**src/rtl/neuron_wb_pkg.sv**
```systemverilog
// Shared types and helpers for the neuron write-back path: FSM states,
// default widths and the shift/ReLU/saturate activation.
package neuron_wb_pkg;

  localparam int ACC_W_DEF  = 16;
  localparam int DATA_W_DEF = 8;
  localparam int ADDR_W_DEF = 8;
  localparam int SHIFT_DEF  = 4;
  localparam int DEPTH_DEF  = 4;

  typedef enum logic [1:0] {
    ST_IDLE   = 2'd0,
    ST_ACTIVE = 2'd1,
    ST_DONE   = 2'd2
  } wb_state_e;

  // Arithmetic shift, clamp negatives to zero, saturate to the largest
  // positive value a signed data_w-bit word can hold.
  function automatic logic [31:0] activate(input logic signed [31:0] acc,
                                           input int shift,
                                           input int data_w);
    logic signed [31:0] s;
    logic signed [31:0] max_v;
    s     = acc >>> shift;
    max_v = (32'sd1 <<< (data_w - 1)) - 32'sd1;
    if (s < 32'sd0) return '0;
    if (s > max_v) return max_v;
    return s;
  endfunction

endpackage

```
**src/rtl/neuron_writeback_if.sv**
```systemverilog
// MAC result stream plus neuron RAM write port, bundled for the write-back block.
interface neuron_writeback_if
  import neuron_wb_pkg::*;
#(
  parameter int ACC_W  = ACC_W_DEF,
  parameter int DATA_W = DATA_W_DEF,
  parameter int ADDR_W = ADDR_W_DEF
);
  // acc stream: a word transfers on a rising edge where acc_valid && acc_ready;
  // the source holds acc_data stable while acc_valid is high and unaccepted.
  logic              acc_valid;
  logic [ACC_W-1:0]  acc_data;
  logic              acc_ready;
  logic              wr_grant;
  logic              wre;
  logic [ADDR_W-1:0] write_address;
  logic [DATA_W-1:0] write_data;

  modport master (
    output acc_valid, acc_data, wr_grant,
    input  acc_ready, wre, write_address, write_data
  );

  modport slave (
    input  acc_valid, acc_data, wr_grant,
    output acc_ready, wre, write_address, write_data
  );

endinterface

```
**src/rtl/wb_fifo.sv**
```systemverilog
// Small synchronous FIFO holding activated results until the RAM port is granted.
module wb_fifo #(
  parameter int W     = 8,
  parameter int DEPTH = 4
) (
  input  logic         clk,
  input  logic         reset,
  input  logic         clear,
  input  logic         push,
  input  logic         pop,
  input  logic [W-1:0] din,
  output logic [W-1:0] head,
  output logic         full,
  output logic         empty
);
  localparam int PW = $clog2(DEPTH);

  logic [W-1:0] mem [DEPTH];
  logic [PW:0]  wptr;
  logic [PW:0]  rptr;

  // Pointers carry one extra wrap bit to tell full from empty.
  always_ff @(posedge clk or negedge reset) begin
    if (!reset) begin
      wptr <= '0;
      rptr <= '0;
    end else if (clear) begin
      wptr <= '0;
      rptr <= '0;
    end else begin
      if (push) wptr <= wptr + (PW+1)'(1);
      if (pop)  rptr <= rptr + (PW+1)'(1);
    end
  end

  always_ff @(posedge clk) begin
    if (push) mem[wptr[PW-1:0]] <= din;
  end

  assign head  = mem[rptr[PW-1:0]];
  assign empty = (wptr == rptr);
  assign full  = (wptr[PW] != rptr[PW]) && (wptr[PW-1:0] == rptr[PW-1:0]);

endmodule

```
**src/rtl/neuron_writeback.sv**
```systemverilog
// Takes MAC accumulations, activates them, and commits one layer of results
// to consecutive neuron RAM addresses, pulsing done once the layer is written.
module neuron_writeback
  import neuron_wb_pkg::*;
#(
  parameter int ACC_W  = ACC_W_DEF,
  parameter int DATA_W = DATA_W_DEF,
  parameter int ADDR_W = ADDR_W_DEF,
  parameter int SHIFT  = SHIFT_DEF,
  parameter int DEPTH  = DEPTH_DEF
) (
  input  logic              clk,
  input  logic              reset,
  input  logic              start,
  input  logic [ADDR_W-1:0] write_base,
  input  logic [ADDR_W-1:0] Nk,
  output logic              busy,
  output logic              done,
  output wb_state_e         state_dbg,
  neuron_writeback_if.slave bus
);
  wb_state_e          state, state_next;
  logic [ADDR_W-1:0]  base_q, nk_q, accepted, written;
  logic               clear, push, pop, full, empty;
  logic signed [31:0] acc_ext;
  logic [DATA_W-1:0]  act_y, head;

  assign acc_ext       = {{(32-ACC_W){bus.acc_data[ACC_W-1]}}, bus.acc_data};
  assign act_y         = DATA_W'(activate(acc_ext, SHIFT, DATA_W));
  assign bus.acc_ready = (state == ST_ACTIVE) && !full && (accepted < nk_q);
  assign push          = bus.acc_valid && bus.acc_ready;
  assign pop           = (state == ST_ACTIVE) && !empty && bus.wr_grant;
  // busy stays high through the done pulse so the controller never sees a gap.
  assign busy          = (state != ST_IDLE) || done;
  assign state_dbg     = state;

  always_comb begin
    state_next = state;
    clear      = 1'b0;
    case (state)
      ST_IDLE: begin
        if (start) begin
          clear      = 1'b1;
          state_next = (Nk == '0) ? ST_DONE : ST_ACTIVE;
        end
      end
      ST_ACTIVE: begin
        if (pop && (written + ADDR_W'(1) == nk_q)) state_next = ST_DONE;
      end
      ST_DONE:  state_next = ST_IDLE;
      default:  state_next = ST_IDLE;
    endcase
  end

  always_ff @(posedge clk or negedge reset) begin
    if (!reset) begin
      state <= ST_IDLE;
      done  <= 1'b0;
    end else begin
      state <= state_next;
      done  <= (state == ST_DONE);
    end
  end

  always_ff @(posedge clk or negedge reset) begin
    if (!reset) begin
      base_q   <= '0;
      nk_q     <= '0;
      accepted <= '0;
      written  <= '0;
    end else if (clear) begin
      base_q   <= write_base;
      nk_q     <= Nk;
      accepted <= '0;
      written  <= '0;
    end else begin
      if (push) accepted <= accepted + ADDR_W'(1);
      if (pop)  written  <= written + ADDR_W'(1);
    end
  end

  // Address wraps naturally modulo 2^ADDR_W.
  always_ff @(posedge clk or negedge reset) begin
    if (!reset) begin
      bus.wre           <= 1'b0;
      bus.write_address <= '0;
      bus.write_data    <= '0;
    end else begin
      bus.wre <= pop;
      if (pop) begin
        bus.write_address <= base_q + written;
        bus.write_data    <= head;
      end
    end
  end

  wb_fifo #(
    .W     (DATA_W),
    .DEPTH (DEPTH)
  ) u_fifo (
    .clk   (clk),
    .reset (reset),
    .clear (clear),
    .push  (push),
    .pop   (pop),
    .din   (act_y),
    .head  (head),
    .full  (full),
    .empty (empty)
  );

endmodule

```
**src/flat_wrapper.sv**
```systemverilog
// flat-port wrapper written by rule: the top's interface ports become plain ports
module neuron_writeback_flat import neuron_wb_pkg::*;
#(
  parameter int ACC_W  = ACC_W_DEF,
  parameter int DATA_W = DATA_W_DEF,
  parameter int ADDR_W = ADDR_W_DEF,
  parameter int SHIFT  = SHIFT_DEF,
  parameter int DEPTH  = DEPTH_DEF
)
  (clk, reset, start, write_base, Nk, busy, done, state_dbg, bus_acc_valid, bus_acc_data, bus_wr_grant, bus_acc_ready, bus_wre, bus_write_address, bus_write_data);
  neuron_writeback_if #(.ACC_W(ACC_W), .DATA_W(DATA_W), .ADDR_W(ADDR_W)) bus_i ();
  input  logic clk;
  input  logic reset;
  input  logic start;
  input  logic [ADDR_W-1:0] write_base;
  input  logic [ADDR_W-1:0] Nk;
  output logic busy;
  output logic done;
  output wb_state_e state_dbg;
  input wire logic [$bits(bus_i.acc_valid)-1:0] bus_acc_valid;
  input wire logic [$bits(bus_i.acc_data)-1:0] bus_acc_data;
  input wire logic [$bits(bus_i.wr_grant)-1:0] bus_wr_grant;
  output wire logic [$bits(bus_i.acc_ready)-1:0] bus_acc_ready;
  output wire logic [$bits(bus_i.wre)-1:0] bus_wre;
  output wire logic [$bits(bus_i.write_address)-1:0] bus_write_address;
  output wire logic [$bits(bus_i.write_data)-1:0] bus_write_data;
  assign bus_i.acc_valid = bus_acc_valid;
  assign bus_i.acc_data = bus_acc_data;
  assign bus_i.wr_grant = bus_wr_grant;
  assign bus_acc_ready = bus_i.acc_ready;
  assign bus_wre = bus_i.wre;
  assign bus_write_address = bus_i.write_address;
  assign bus_write_data = bus_i.write_data;
  neuron_writeback #(.ACC_W(ACC_W), .DATA_W(DATA_W), .ADDR_W(ADDR_W), .SHIFT(SHIFT), .DEPTH(DEPTH)) u_core (.clk(clk), .reset(reset), .start(start), .write_base(write_base), .Nk(Nk), .busy(busy), .done(done), .state_dbg(state_dbg), .bus(bus_i));
endmodule
```
**config.mk**
```make
export PLATFORM = sky130hd
export DESIGN_NAME = neuron_writeback_flat
export DESIGN_NICKNAME = d
export VERILOG_FILES = /design/src/rtl/neuron_wb_pkg.sv /design/src/rtl/neuron_writeback_if.sv /design/src/rtl/wb_fifo.sv /design/src/rtl/neuron_writeback.sv /design/src/flat_wrapper.sv
export SDC_FILE = /design/constraint.sdc
export NUM_CORES = 1
export LEC_CHECK = 0
export ABC_AREA = 1
export BUFFER_PORTS_ARGS = -buffer_cell sky130_fd_sc_hd__buf_2
export CAP_MARGIN = 20
export CORE_UTILIZATION = 25
export CTS_BUF_LIST = sky130_fd_sc_hd__clkbuf_8
export DETAILED_ROUTE_END_ITERATION = 7
export PLACE_DENSITY = 0.46
export SETUP_SLACK_MARGIN = 0.2
export SYNTH_ARGS = -nofsm -noshare
export SYNTH_HDL_FRONTEND = slang
export SYNTH_SLANG_ARGS = --single-unit
```
**constraint.sdc**
```tcl
create_clock -name clk -period 2.26 [get_ports clk]
set_input_delay 0.226 -clock clk [delete_from_list [all_inputs] [get_ports clk]]
set_output_delay 0.226 -clock clk [all_outputs]
set_load 0.01 [all_outputs]
```
==> run summary <==
initial DRC count: 109
Yosys warnings: 0
FF-to-FF Start: u_core.nk_q[6]
Final WS setup: 0.2618 ns
Seq/Total Area, Yosys: 52.14%
Achievable Freq: 500.5 MHz
die area: 19060 um2
area added between synthesis and finish: 18.93%
#FFs+latches synth: 90
Cell Count, Final, Fillers Out: 830
Mapped Area: 4627 um2
critical path endpoint category: primary output
worst path cell trace: inv_2 > ha_4 > nand2_1 > inv_1 > nand3_1 > nand4_1 > nor2_2 > and2_4 > buf_6
failing checks: negative hold slack
R2R Path End: u_core.u_fifo.mem[2][1]
first-pass GRT wire length: 17.84 mm
Core Box Area: 18020 um2
clk sink count: 90
status: finished, violations left
initial antenna violation count: 0
unrepaired setup endpoints after global routing: true
crit path max-delay cell type: dfrtp_1
sequential power share: 40.2%
via/cell ratio: 4.346
num rows: 49
root buf cell: clkbuf_8
Peak VDD IR: 0.4098 mV
post-place setup slack: 0.3396 ns
Post-synth ARST share: 64.44%
Unique masters post-synth: 36
Worst Path Arrival: 1.77 ns
setup-violating endpoint count in the final report: 0
drt pass-1 iters: 5
Logic pwr share: 41.1%
Final HPWL DP: 7.513 mm
CTS tree: done
die height: 138.0 um
Routed WL: 10.77 mm
Int Pwr: 0.003597 W
Fin. Hold Viols: 7
relative slew slack: 46.32%
share of layout cells above drive strength 1: 20.30%
vias in the first global route: 3609
Starting Density: 25.67%
largest net degree at the start of global routing: 59
FF-to-FF path depth: 11
IO Count: 59
r2r setup slk: 0.31 ns
CTS Buf Count: 9
part of the cycle the worst path needs: 88.42%
grt ovf: 0
delay-heaviest family, CP: simple AND/OR/NAND/NOR gates
critical path required time: 2.03 ns
Total GRT Usage: 11.90%
Total Neg Setup Slack: 0 ns
clock latency on the worst-skew pair: 0.39 ns
ys flop type: dfrtp_1
number of synthesized flops with an enable pin: 32
CP bufs+invs: 3
Hold Crit Class: input port to asynchronous set/reset pin
critical path type: register to primary output
# nets final: 655
gpl congestion: 0.7738
Net Sw Frac: 41.32%
clock share of power: 18.7%
DRC: 0
Sw Pwr: 0.002533 W
Pwr per Cell Area: 1114 nW/um2
DR vias: 3607
Slew @ Worst Pin: 0.8052 ns
Worst-path clk slew: 0.11 ns
Hold Slack: -0.01184 ns
clk_skew: 0.01620 ns
Clock Tree Buf Depth: 2
Leak: 2.577 nW
Syn Inst Count: 524
buffers added on ports: 54
Max stage delay on crit path: 0.42 ns
Tmin final: 1.998 ns
Post-Place Cells: 805
WL per Instance: 12.97 um
H-tree depth: 3
Die W: 138.0 um
DRT antenna net count: 0
synthesized area per cell: 8.830 um2
Pins Over Slew Limit: 0
number of diodes: 0
Maximum Capacitance Violations: 0
CP Launch Type: register
CP Max Fanout: 3
## registers in the layout, indices dropped and copies added, names as in the netlist
signal and cells:
u_core.bus.write_address 8, u_core.written 8, u_core.u_fifo.mem 32, u_core.u_fifo.wptr 3
u_core.nk_q 8, u_core.base_q 8, u_core.done 1, u_core.state_dbg 2
u_core.bus.write_data 8, u_core.accepted 8, u_core.u_fifo.rptr 3, u_core.bus.wre 1
## how the worst max path moves through the flow
stage	start	end	slack, ns	depth (start not counted)
CTS	u_core.nk_q[7]	bus_acc_ready	0.20	9
global route	u_core.nk_q[6]	bus_acc_ready	0.18	9
detailed placement	u_core.accepted[7]	u_core.u_fifo.mem[1][4]	0.34	9
finish	u_core.nk_q[6]	bus_acc_ready	0.26	9
floorplan	u_core.accepted[7]	u_core.u_fifo.mem[0][0]	0.17	9
global placement	u_core.accepted[7]	u_core.u_fifo.mem[3][4]	0.36	9
## cells in the final DEF, fill, tap and decap left out, types with 2 or more instances in the layout
master | Yosys | layout
edfxtp_1 | 32 | 32
o21ai_1 | 4 | 4
xnor2_1 | 2 | 2
xor2_1 | 6 | 6
a31oi_2 | 8 | 8
a31oi_1 | 3 | 3
ha_1 | 21 | 19
inv_1 | 59 | 55
nor2_2 | 2 | 2
a21oi_1 | 8 | 7
inv_2 | 3 | 7
dfrtp_1 | 58 | 57
nor3b_1 | 2 | 2
nand4_1 | 7 | 7
nand2_2 | 4 | 5
clkbuf_8 | 0 | 9
buf_2 | 3 | 53
clkinv_8 | 0 | 2
o21ai_0 | 46 | 46
inv_8 | 0 | 2
buf_4 | 2 | 17
nor2_1 | 67 | 67
conb_1 | 1 | 4
nand2_1 | 126 | 125
buf_6 | 4 | 2
ha_4 | 0 | 2
inv_6 | 1 | 3
nand3_2 | 2 | 2
o22ai_1 | 5 | 5
nand3_1 | 33 | 33
## repair_timing
item | in CTS | in global routing
endpoints found under the hold margin | 0 | 0
gates resized for setup | 4 | 9
pin swaps | 2 | 5
setup buffers | 5 | 4
setup endpoints to repair | 1 | 40
hold buffers | 0 | 0
## synthesized netlist by cell type (all sizes together) (2+ instances only)
cell	n	area, um2
nand4	7	43.79
nor3b	2	15.01
buf	9	75.06
dfrtp	58	1451
edfxtp	32	960.9
inv	63	241.5
a31oi	11	118.9
o22ai	5	31.28
xnor2	3	33.79
nand2	131	509.2
nor2	69	264.0
o21ai	50	250.2
xor2	6	52.55
clkbuf	6	22.52
nand3	35	185.2
a21oi	8	40.04
ha	21	262.8
## power by group through the flow
stage,Sequential (W),Combinational [W],Clock (W)
floorplan,0.00250,0.00166,0
global placement,0.00250,0.00236,0
detailed placement,0.00251,0.00240,0
CTS,0.00247,0.00250,0.00119
global route,0.00253,0.00289,0.00125
finish,0.00246,0.00252,0.00115
## area by class of cell
| type | count | area [um2] |
|---|---|---|
| multi-input combinational | 359 | 1921 |
| tap | 229 | 286.5 |
| clock buffer | 9 | 123.9 |
| timing repair buffer | 73 | 435.4 |
| fill | 1934 | 12520 |
| clock inverter | 7 | 81.33 |
| sequential | 90 | 2414 |
| inverter | 63 | 241.5 |
## logic make-up (layout without fill, tap and decap cells)
logic type      after synthesis  after routing  synth area share (%)
compound gates               77             77                 10.03
simple gates                247            247                 22.44
flops                        90             90                 52.14
other cells                   1              4               0.08105
xor+xnor                      9              9                 1.866
fa+ha+maj                    22             22                 6.111
buf+inv                      78            152                 7.328
## metrics by stage
stage	power [W]	instance area [um2]	hold WS (ns)	util (%)
after floorplan	0.004161	4638	-0.06959	-
after global placement	0.004859	5185	0.4238	28.77
after detailed placement	0.004904	5185	0.4283	28.77
after CTS	0.006155	5436	0.01741	30.16
after global routing	0.006670	5503	0.03484	30.53
final	0.006130	5503	-0.01184	30.53
## routing by layer
layer | track usage, % | share of wire (%) | vias to the layer above
li1 | - | - | 1855
met1 | 14.27 | 46 | 1669
met2 | 20.58 | 48 | 72
met3 | 3.014 | 4.0 | 11
met4 | 4.164 | 1.4 | 0
met5 | 0 | 0 | -
## worst reg2reg max path, stage by stage, from the launching register on
cell and delay, ns:
dfrtp_1 0.42, inv_2 0.09, ha_4 0.19, nand2_1 0.07
inv_1 0.05, nand3_1 0.06, nand4_1 0.10, nor2_2 0.13
buf_4 0.13, nand3_2 0.11, nor2_1 0.12, buf_4 0.19
Note: power is estimated with default switching activity, not from simulation.
